==> src/rtl/alu_ctrl_pkg.sv <==
// Shared opcode, function-code and state definitions for the ALU sequencing controller.
package alu_ctrl_pkg;

  localparam logic [6:0] OPC_OP     = 7'b0110011;
  localparam logic [6:0] OPC_OP_IMM = 7'b0010011;
  localparam logic [6:0] OPC_LUI    = 7'b0110111;
  localparam logic [6:0] OPC_AUIPC  = 7'b0010111;

  localparam logic [2:0] FN_ADD  = 3'd0;
  localparam logic [2:0] FN_SLL  = 3'd1;
  localparam logic [2:0] FN_SLT  = 3'd2;
  localparam logic [2:0] FN_SLTU = 3'd3;
  localparam logic [2:0] FN_XOR  = 3'd4;
  localparam logic [2:0] FN_SR   = 3'd5;
  localparam logic [2:0] FN_OR   = 3'd6;
  localparam logic [2:0] FN_AND  = 3'd7;

  typedef enum logic [1:0] {
    IDLE  = 2'd0,
    EXEC  = 2'd1,
    SHIFT = 2'd2,
    HOLD  = 2'd3
  } state_t;

  function automatic logic is_shift_fn(input logic [2:0] fn);
    return (fn == FN_SLL) || (fn == FN_SR);
  endfunction

endpackage

==> src/rtl/alu_op_decode.sv <==
// Combinational RV32I decode into ALU function, control bit and operands.
module alu_op_decode
  import alu_ctrl_pkg::*;
(
  input  logic [6:0]  opcode,
  input  logic [2:0]  funct3,
  input  logic        funct7b5,
  input  logic [31:0] rs1,
  input  logic [31:0] rs2,
  input  logic [31:0] imm,
  input  logic [31:0] pc,
  output logic [2:0]  func,
  output logic        control,
  output logic [31:0] op_a,
  output logic [31:0] op_b,
  output logic        illegal
);

  logic [31:0] src_b;

  always_comb begin
    func    = FN_ADD;
    control = 1'b0;
    op_a    = '0;
    op_b    = '0;
    illegal = 1'b0;
    src_b   = (opcode == OPC_OP) ? rs2 : imm;
    case (opcode)
      OPC_OP, OPC_OP_IMM: begin
        func = funct3;
        op_a = rs1;
        op_b = src_b;
        if (funct3 == FN_SR) control = funct7b5;
        // SUB is done as an add of the negated operand, so the ALU never sees control=1 for it
        if (is_shift_fn(funct3)) op_b = {27'b0, src_b[4:0]};
        else if (opcode == OPC_OP && funct3 == FN_ADD && funct7b5) op_b = ~rs2 + 32'd1;
      end
      OPC_LUI: begin
        op_a    = imm;
        control = 1'b1;
      end
      OPC_AUIPC: begin
        op_a = pc;
        op_b = imm;
      end
      default: illegal = 1'b1;
    endcase
  end

endmodule

==> src/rtl/alu_seq_ctrl.sv <==
// Issue/execute/hold sequencer around an external combinational ALU.
// Optional ALU_SERIAL_SHIFT_EN: shifts run one bit per cycle in the SHIFT state.
//
// state | meaning
// IDLE  | waiting for an issue request
// EXEC  | single-cycle ALU operation on registered operands
// SHIFT | serial shift, one bit position per cycle (ALU_SERIAL_SHIFT_EN only)
// HOLD  | result presented until out_ready
module alu_seq_ctrl
  import alu_ctrl_pkg::*;
(
  input  logic        clk,
  input  logic        rst,
  input  logic        in_valid,
  output logic        in_ready,
  input  logic [6:0]  in_opcode,
  input  logic [2:0]  in_funct3,
  input  logic        in_funct7b5,
  input  logic [31:0] in_rs1,
  input  logic [31:0] in_rs2,
  input  logic [31:0] in_imm,
  input  logic [31:0] in_pc,
  input  logic [4:0]  in_rd,
  output logic [2:0]  alu_func,
  output logic        alu_control,
  output logic [31:0] alu_in_A,
  output logic [31:0] alu_in_B,
  input  logic [31:0] alu_out,
  output logic        out_valid,
  input  logic        out_ready,
  output logic [31:0] out_result,
  output logic [4:0]  out_rd,
  output logic        out_illegal
);

  state_t      state;
  logic [2:0]  func_q;
  logic        ctrl_q;
  logic [31:0] a_q;
  logic [31:0] b_q;
  logic [4:0]  rd_q;
  logic [4:0]  cnt_q;
  logic        illegal_q;

  logic [2:0]  dec_func;
  logic        dec_control;
  logic [31:0] dec_a;
  logic [31:0] dec_b;
  logic        dec_illegal;
  logic        accept;
  logic        start_serial;
  logic        busy;

  alu_op_decode u_decode (
    .opcode   (in_opcode),
    .funct3   (in_funct3),
    .funct7b5 (in_funct7b5),
    .rs1      (in_rs1),
    .rs2      (in_rs2),
    .imm      (in_imm),
    .pc       (in_pc),
    .func     (dec_func),
    .control  (dec_control),
    .op_a     (dec_a),
    .op_b     (dec_b),
    .illegal  (dec_illegal)
  );

  assign in_ready = (state == IDLE) || (state == HOLD && out_ready);
  assign accept   = in_valid && in_ready;

`ifdef ALU_SERIAL_SHIFT_EN
  // Zero shift amount falls through to a normal EXEC cycle with B=0
  assign start_serial = is_shift_fn(dec_func) && (dec_b[4:0] != 5'd0);
`else
  assign start_serial = 1'b0;
`endif

  assign busy        = (state == EXEC) || (state == SHIFT);
  assign alu_func    = busy ? func_q : 3'd0;
  assign alu_control = busy ? ctrl_q : 1'b0;
  assign alu_in_A    = busy ? a_q : 32'd0;
  assign alu_in_B    = (state == EXEC) ? b_q : (state == SHIFT) ? 32'd1 : 32'd0;

  always_ff @(posedge clk or posedge rst) begin
    if (rst) begin
      state       <= IDLE;
      func_q      <= '0;
      ctrl_q      <= 1'b0;
      a_q         <= '0;
      b_q         <= '0;
      rd_q        <= '0;
      cnt_q       <= '0;
      illegal_q   <= 1'b0;
      out_valid   <= 1'b0;
      out_result  <= '0;
      out_rd      <= '0;
      out_illegal <= 1'b0;
    end else if (accept) begin
      func_q    <= dec_func;
      ctrl_q    <= dec_control;
      a_q       <= dec_a;
      b_q       <= dec_b;
      rd_q      <= in_rd;
      cnt_q     <= dec_b[4:0];
      illegal_q <= dec_illegal;
      out_valid <= 1'b0;
      state     <= start_serial ? SHIFT : EXEC;
    end else begin
      case (state)
        EXEC: begin
          out_result  <= illegal_q ? 32'd0 : alu_out;
          out_illegal <= illegal_q;
          out_rd      <= rd_q;
          out_valid   <= 1'b1;
          state       <= HOLD;
        end
        SHIFT: begin
          a_q   <= alu_out;
          cnt_q <= cnt_q - 5'd1;
          if (cnt_q == 5'd1) begin
            out_result  <= alu_out;
            out_illegal <= 1'b0;
            out_rd      <= rd_q;
            out_valid   <= 1'b1;
            state       <= HOLD;
          end
        end
        HOLD: begin
          if (out_ready) begin
            out_valid <= 1'b0;
            state     <= IDLE;
          end
        end
        default: state <= IDLE;
      endcase
    end
  end

endmodule
==> config.mk <==
export PLATFORM = sky130hd
export DESIGN_NAME = alu_seq_ctrl
export DESIGN_NICKNAME = d
export VERILOG_FILES = /design/src/rtl/alu_ctrl_pkg.sv /design/src/rtl/alu_op_decode.sv /design/src/rtl/alu_seq_ctrl.sv
export SDC_FILE = /design/constraint.sdc
export NUM_CORES = 1
export LEC_CHECK = 0
export ABC_CLOCK_PERIOD_IN_PS = 5500
export CELL_PAD_IN_SITES_DETAIL_PLACEMENT = 1
export CELL_PAD_IN_SITES_GLOBAL_PLACEMENT = 1
export CORE_MARGIN = 8
export CORE_UTILIZATION = 35
export CTS_BUF_LIST = sky130_fd_sc_hd__clkbuf_8
export DETAILED_ROUTE_END_ITERATION = 8
export PLACE_DENSITY_LB_ADDON = 0.12
export SLEW_MARGIN = 20
export SYNTH_ARGS = -nofsm -noshare
export SYNTH_HDL_FRONTEND = slang
export SYNTH_SLANG_ARGS = --single-unit
==> constraint.sdc <==
create_clock -name clk -period 5.5 [get_ports clk]
set_input_delay 0.55 -clock clk [delete_from_list [all_inputs] [get_ports clk]]
set_output_delay 0.55 -clock clk [all_outputs]
set_load 0.1 [all_outputs]
### Word-level counts from Yosys, hierarchy flattened

Index checks and enable logic that the tools add are counted.

| storage, ports and cells | value |
|---|---|
| bits in latches | 0 |
| memories kept | 0 |
| bits of input ports | 180 |
| register bits after elaboration | 120 |
| bits in writable memories | 0 |
| ROM bits | 0 |

| operators by class | value |
|---|---|
| bitwise logic cells | 2 |
| order comparisons | 0 |
| reduce and logical (&&, ||, !) cells | 17 |
| muxes and demuxes | 33 |
| shifts and indexed selects | 0 |
| add/sub/neg operators | 2 |
| div/mod/pow operators | 0 |
| eq/ne operators | 13 |
| multipliers | 0 |

Operators by type and width:

| kind | count |
|---|---|
| 32-bit 2-to-1 mux | 9 |
| 32-bit case mux with 2 select lines | 2 |
| 32-bit case mux with 3 select lines | 1 |
| 32-bit by 1-bit adder with 32-bit output, second input constant | 1 |
| 32-bit inverter | 1 |
| 5-bit 2-to-1 mux | 3 |
| 7-bit by 5-bit equality test with 1-bit output, second input constant | 2 |
| 7-bit by 6-bit equality test with 1-bit output, second input constant | 2 |
| 5-bit case mux with 2 select lines | 1 |
| 1-bit 2-to-1 mux | 8 |
| 2-bit 2-to-1 mux | 3 |
| 3-bit 2-to-1 mux | 2 |
| 2-bit case mux with 3 select lines | 1 |
| 3-bit AND reduction | 2 |
| 5-bit by 1-bit equality test with 1-bit output, second input constant | 1 |
| 5-bit by 1-bit subtractor with 5-bit output, second input constant | 1 |
| 2-bit equality test, second input constant | 2 |
| 1-bit logical AND | 4 |
| 1-bit case mux with 2 select lines | 2 |
| 2-bit nonzero test | 2 |
| 4-bit nonzero test | 1 |
| 4-bit OR reduction | 1 |
| 3-bit by 1-bit equality test with 1-bit output, second input constant | 1 |
| 3-bit equality test, second input constant | 1 |
| 11 further kinds | 13 |

### Logic depth before layout (Yosys ltp)

| logic depth | value |
|---|---|
| word-level depth | 7 |
| depth in mapped cells | 8 |
| mapped depth without buffers | 7 |

### Modules after synthesis

From an unflattened synthesis, not the netlist that was laid out.

| unflattened totals | value |
|---|---|
| cells, all modules | 871 |
| area total of the unflattened synthesis | 7973.9 um^2 |

By module, submodules not included:

| module | instances | cells each | area an instance (um^2) |
|---|---|---|---|
| alu_seq_ctrl | 1 | 518 | 5718.0 |
| alu_op_decode | 1 | 353 | 2255.9 |

### Worst setup path before layout

No wires, ideal clock.

| timing | value |
|---|---|
| kind | register to output |
| start | reg state[0] |
| end | out alu_in_B[0] |
| stages on the path, launching flop included | 7 |
| slack | 2.773 ns |
| path buffers | 3 |
| data required time | 4.950 ns |
| arrival | 2.177 ns |
| cell sequence | dfrtp_1 inv_1 ha_1 clkbuf_1 buf_1 buf_1 mux2_2 |

| on the way | value |
|---|---|
| word-level cells in the longest chain between the ends | 3 |
| elaborated cells between the ends (all ways) | 4 |
| those cells by class | eq/ne: 2; mux: 2 |

RTL lines:

| what | RTL line | source |
|---|---|---|
| start: declaration | alu_seq_ctrl.sv:36 | `state_t state;` |
| start signal: assignment | alu_seq_ctrl.sv:108 | `state <= start_serial ? SHIFT : EXEC;` |
| 2-bit equality test | alu_seq_ctrl.sv:83 | `assign alu_in_B = (state == EXEC) ? b_q : (state == SHIFT) ? 32'd1 : 32'd0;` |
| 1-bit 2-to-1 mux | alu_seq_ctrl.sv:83 |  |
| 32-bit 2-to-1 mux * | alu_seq_ctrl.sv:83 |  |
| end: declaration | alu_seq_ctrl.sv:27 | `output logic [31:0] alu_in_B,` |

Mark *: on every way between the ends. The rest lies on a longest branch, timed or not.

### Worst setup path after layout

| timing | value |
|---|---|
| start | reg state[1] |
| end | out alu_in_B[0] |

Same word-level chain as after synthesis.

==> flow_metrics.env <==
export IMPL_status="finished clean"
export IMPL_cts_sinks=120
export IMPL_core_mm2=0.0208
export IMPL_cp_top_family="buffers and inverters"
export IMPL_rsz0062_at_grt="false"
export IMPL_routed_via_density=5.34
export IMPL_worstSkewPairLatency_ps=440
export IMPL_fillers=2435
export IMPL_htree_levels=4
export IMPL_fp_dieH_um=160
export IMPL_skew_ps=13.7
export IMPL_gr_total_overflow=0
export IMPL_final_setup_viol_count=0
export IMPL_hold_violations=0
export IMPL_cts_resized=0
export IMPL_p_sw_share_pct=54.7
export IMPL_synth_main_ff_cell="dfrtp_1"
export IMPL_ir_worst_vdd_mv=0.389
export IMPL_path_buf_inv=2
export IMPL_setup_tns_ps=0
export IMPL_slew_headroom_pct=30.1
export IMPL_yosys_top_cells_area="dfrtp_1 41%, mux2i_1 8.9%, nand2_1 7.9%"
export IMPL_critPathKind="flop to output port"
export IMPL_ios=288
export IMPL_num_rows=53
export IMPL_drv_slew=0
export IMPL_seqPwrFrac_pct=21.8
export IMPL_drive_gt1_share_pct=6.14
export IMPL_yosysWarnings=0
export IMPL_cp_slowest_cell="clkdlybuf4s50_1"
export IMPL_regArea_mm2=0.00300
export IMPL_grt_antenna_before_repair=3
export IMPL_async_reset_ff_share_pct=100
export IMPL_syn_instance_count=851
export IMPL_power_density_mw_per_mm2=560
export IMPL_min_period_ps=3760
export IMPL_crit_chain="inv_1 -> ha_1 -> mux2_2 -> clkdlybuf4s50_1"
export IMPL_power_switching_w=0.00334
export IMPL_p_clk_share_pct=16.6
export IMPL_hold_buffers=0
export IMPL_syn_nets=1039
export IMPL_multiInputGateArea_mm2=0.00403
export IMPL_fin_nets=1298
export IMPL_clock_fmax_mhz=266
export IMPL_crit_path_max_incr_delay_ps=1130
export IMPL_numCtsBuffers=17
export IMPL_power_leakage_nw=4.40
export IMPL_dp_hpwl_um=23500
export IMPL_grt_use_total_pct=23.6
export IMPL_synth_top_area_share_pct=41.2
export IMPL_final_util_pct=52.5
export IMPL_root_buffer="clkbuf_8"
export IMPL_synth_seq_cells=120
export IMPL_grt_pass1_wl_um=47800
export IMPL_grt_pass1_vias=7986
export IMPL_cap_viol_max_count=0
export IMPL_drc=0
export IMPL_start_kind="flop"
export IMPL_wl_per_cell_um=22.0
export IMPL_power_frac_comb_pct=61.6
export IMPL_syn_avg_cell_area_um2=8.57
export IMPL_syn_area_mm2=0.00729
export IMPL_routed_wl_um=30800
export IMPL_via_count=7481
export IMPL_synth_cell_type_count=58
export IMPL_synth_sequential_area_ratio_pct=41.2
export IMPL_arrival_ps=3210
export IMPL_initial_core_util_pct=35.1
export IMPL_die_area_mm2=0.0257
export IMPL_hold_class="input pin to async pin"
export IMPL_p_int_w=0.00276
export IMPL_clk_pin_slew_worst_paths_ps=90
export IMPL_die_w_um=160
export IMPL_cts_tree="yes"
export IMPL_postRouteAntennaNets=0
export IMPL_io_buffers=287
export IMPL_synth_edf_count=0
export IMPL_cts_setup_buffers=0
export IMPL_max_slew_worst_pin_slew_ps=1050
export IMPL_gp_congestion=0.852
export IMPL_areaGrowthSynthToFinish_pct=49.3
export IMPL_drt_initial_drc_count=343
export IMPL_end_kind="output port"
export IMPL_yosys_area_top_type="dfrtp_1"
export IMPL_grt_max_degree=75
export IMPL_cts_buffer_depth=2
export IMPL_crit_fanout=32
export IMPL_dr_pass1_iters=5
export IMPL_period_share_pct=68.4
export IMPL_worst_ep_required_time_ps=4950
## path summary, 6_finish.rpt
path | startpoint | to | slack [ps] | cells past startpoint
worst max-delay path | state[1] | alu_in_B[0] | 1740 | 4
worst min-delay path | rst | out_result[2] | 340 | 2
worst max register to register | state[0] | out_result[25] | 2890 | 7
worst min register to register | out_result[19] | out_result[19] | 480 | 2
max in group asynchronous | rst | b_q[14] | 3910 | 3
min in group clk | out_result[19] | out_result[19] | 480 | 2
## synth_stat cells (5+ instances only)
cell type  number
nand2_1       154
dfrtp_1       120
o21ai_0        88
and2_1         71
mux2i_1        65
clkbuf_1       44
nor2_1         41
o22ai_1        40
a21oi_1        32
nor3_1         16
xnor2_1        16
buf_1          14
inv_1          12
nand3_1         9
xor2_1          9
ha_1            8
nor2b_1         7
mux2_2          6
nand4_1         6
nand2b_1        5
o21a_1          5
o221ai_1        5
o31ai_1         5
or3_1           5
## cell families after synthesis
group | synth area share (%)
AOI/OAI and AO/OA | 17.3
xor gates and xnor gates | 3.00
adders and majority gates | 1.37
buffers and inverters | 3.81
DFF | 41.2
muxes | 9.85
and+or+nand+nor | 23.5
## metal layers
metal	GRT usage, %	part of all wire (%)
met1	30.3	44
met2	39.2	48
met3	5.53	5.7
met4	6.71	2.0
met5	0	0
## worst register-to-register path, cell delays in order (launching register included)
cell     delay, ps
dfrtp_1        410
inv_1          150
ha_2           200
buf_4          540
nand2_1        150
nand3_2        240
buf_4          540
o21ai_0        240
## power by group through the flow
stage / sequential [W] / clock (W) / combinational [W]
3_3_place_gp: 0.00134 / 0 / 0.00372
5_1_grt: 0.00136 / 0.00106 / 0.00397
2_1_floorplan: 0.00172 / 0 / 0.00239
4_1_cts: 0.00133 / 0.00103 / 0.00378
6_report: 0.00133 / 0.00102 / 0.00376
3_5_place_dp: 0.00135 / 0 / 0.00377
## layout by cell type (no fill, tap or decap), types with 6 or more instances in the layout
master,n
bufinv_16,6
clkbuf_8,18
mux2i_1,65
nor2_1,41
xor2_1,9
o21ai_0,88
nor3_1,16
nand4_1,6
dfrtp_1,120
nand3_1,8
and2_1,70
ha_1,6
buf_4,14
xnor2_1,16
o22ai_1,40
inv_1,12
a21oi_1,32
nand2_1,153
nor2b_1,7
mux2_2,6
clkdlybuf4s50_1,285
## state kept, by name, summed over array words and instances (netlist names)
name / flops
a_q: 32
b_q: 32
out_result: 32
cnt_q: 5
out_rd: 5
rd_q: 5
func_q: 3
state: 2
ctrl_q: 1
illegal_q: 1
out_illegal: 1
out_valid: 1
## area by class of cell
type / instances / share of cell area [%]
inverter: 12 / 0.437
clock buffer: 18 / 2.28
sequential: 120 / 27.6
antenna: 3 / 0.0689
tap: 275 / 3.16
timing repair buffer: 301 / 27.3
clock inverter: 14 / 2.24
multi-input combinational: 658 / 37.0
## per-stage QoR
step	instance area [µm²]	total power (W)	instances	worst slack, ps	hold slack [ps]
3_3_place_gp	10400	0.00506	1366	2070	454
2_1_floorplan	7290	0.00411	851	1760	438
5_1_grt	10900	0.00640	1401	1500	329
4_1_cts	10900	0.00614	1398	1490	318
3_5_place_dp	10400	0.00511	1366	1970	469
6_report	10900	0.00610	1401	1740	337
(Power assumes the default switching activity.)
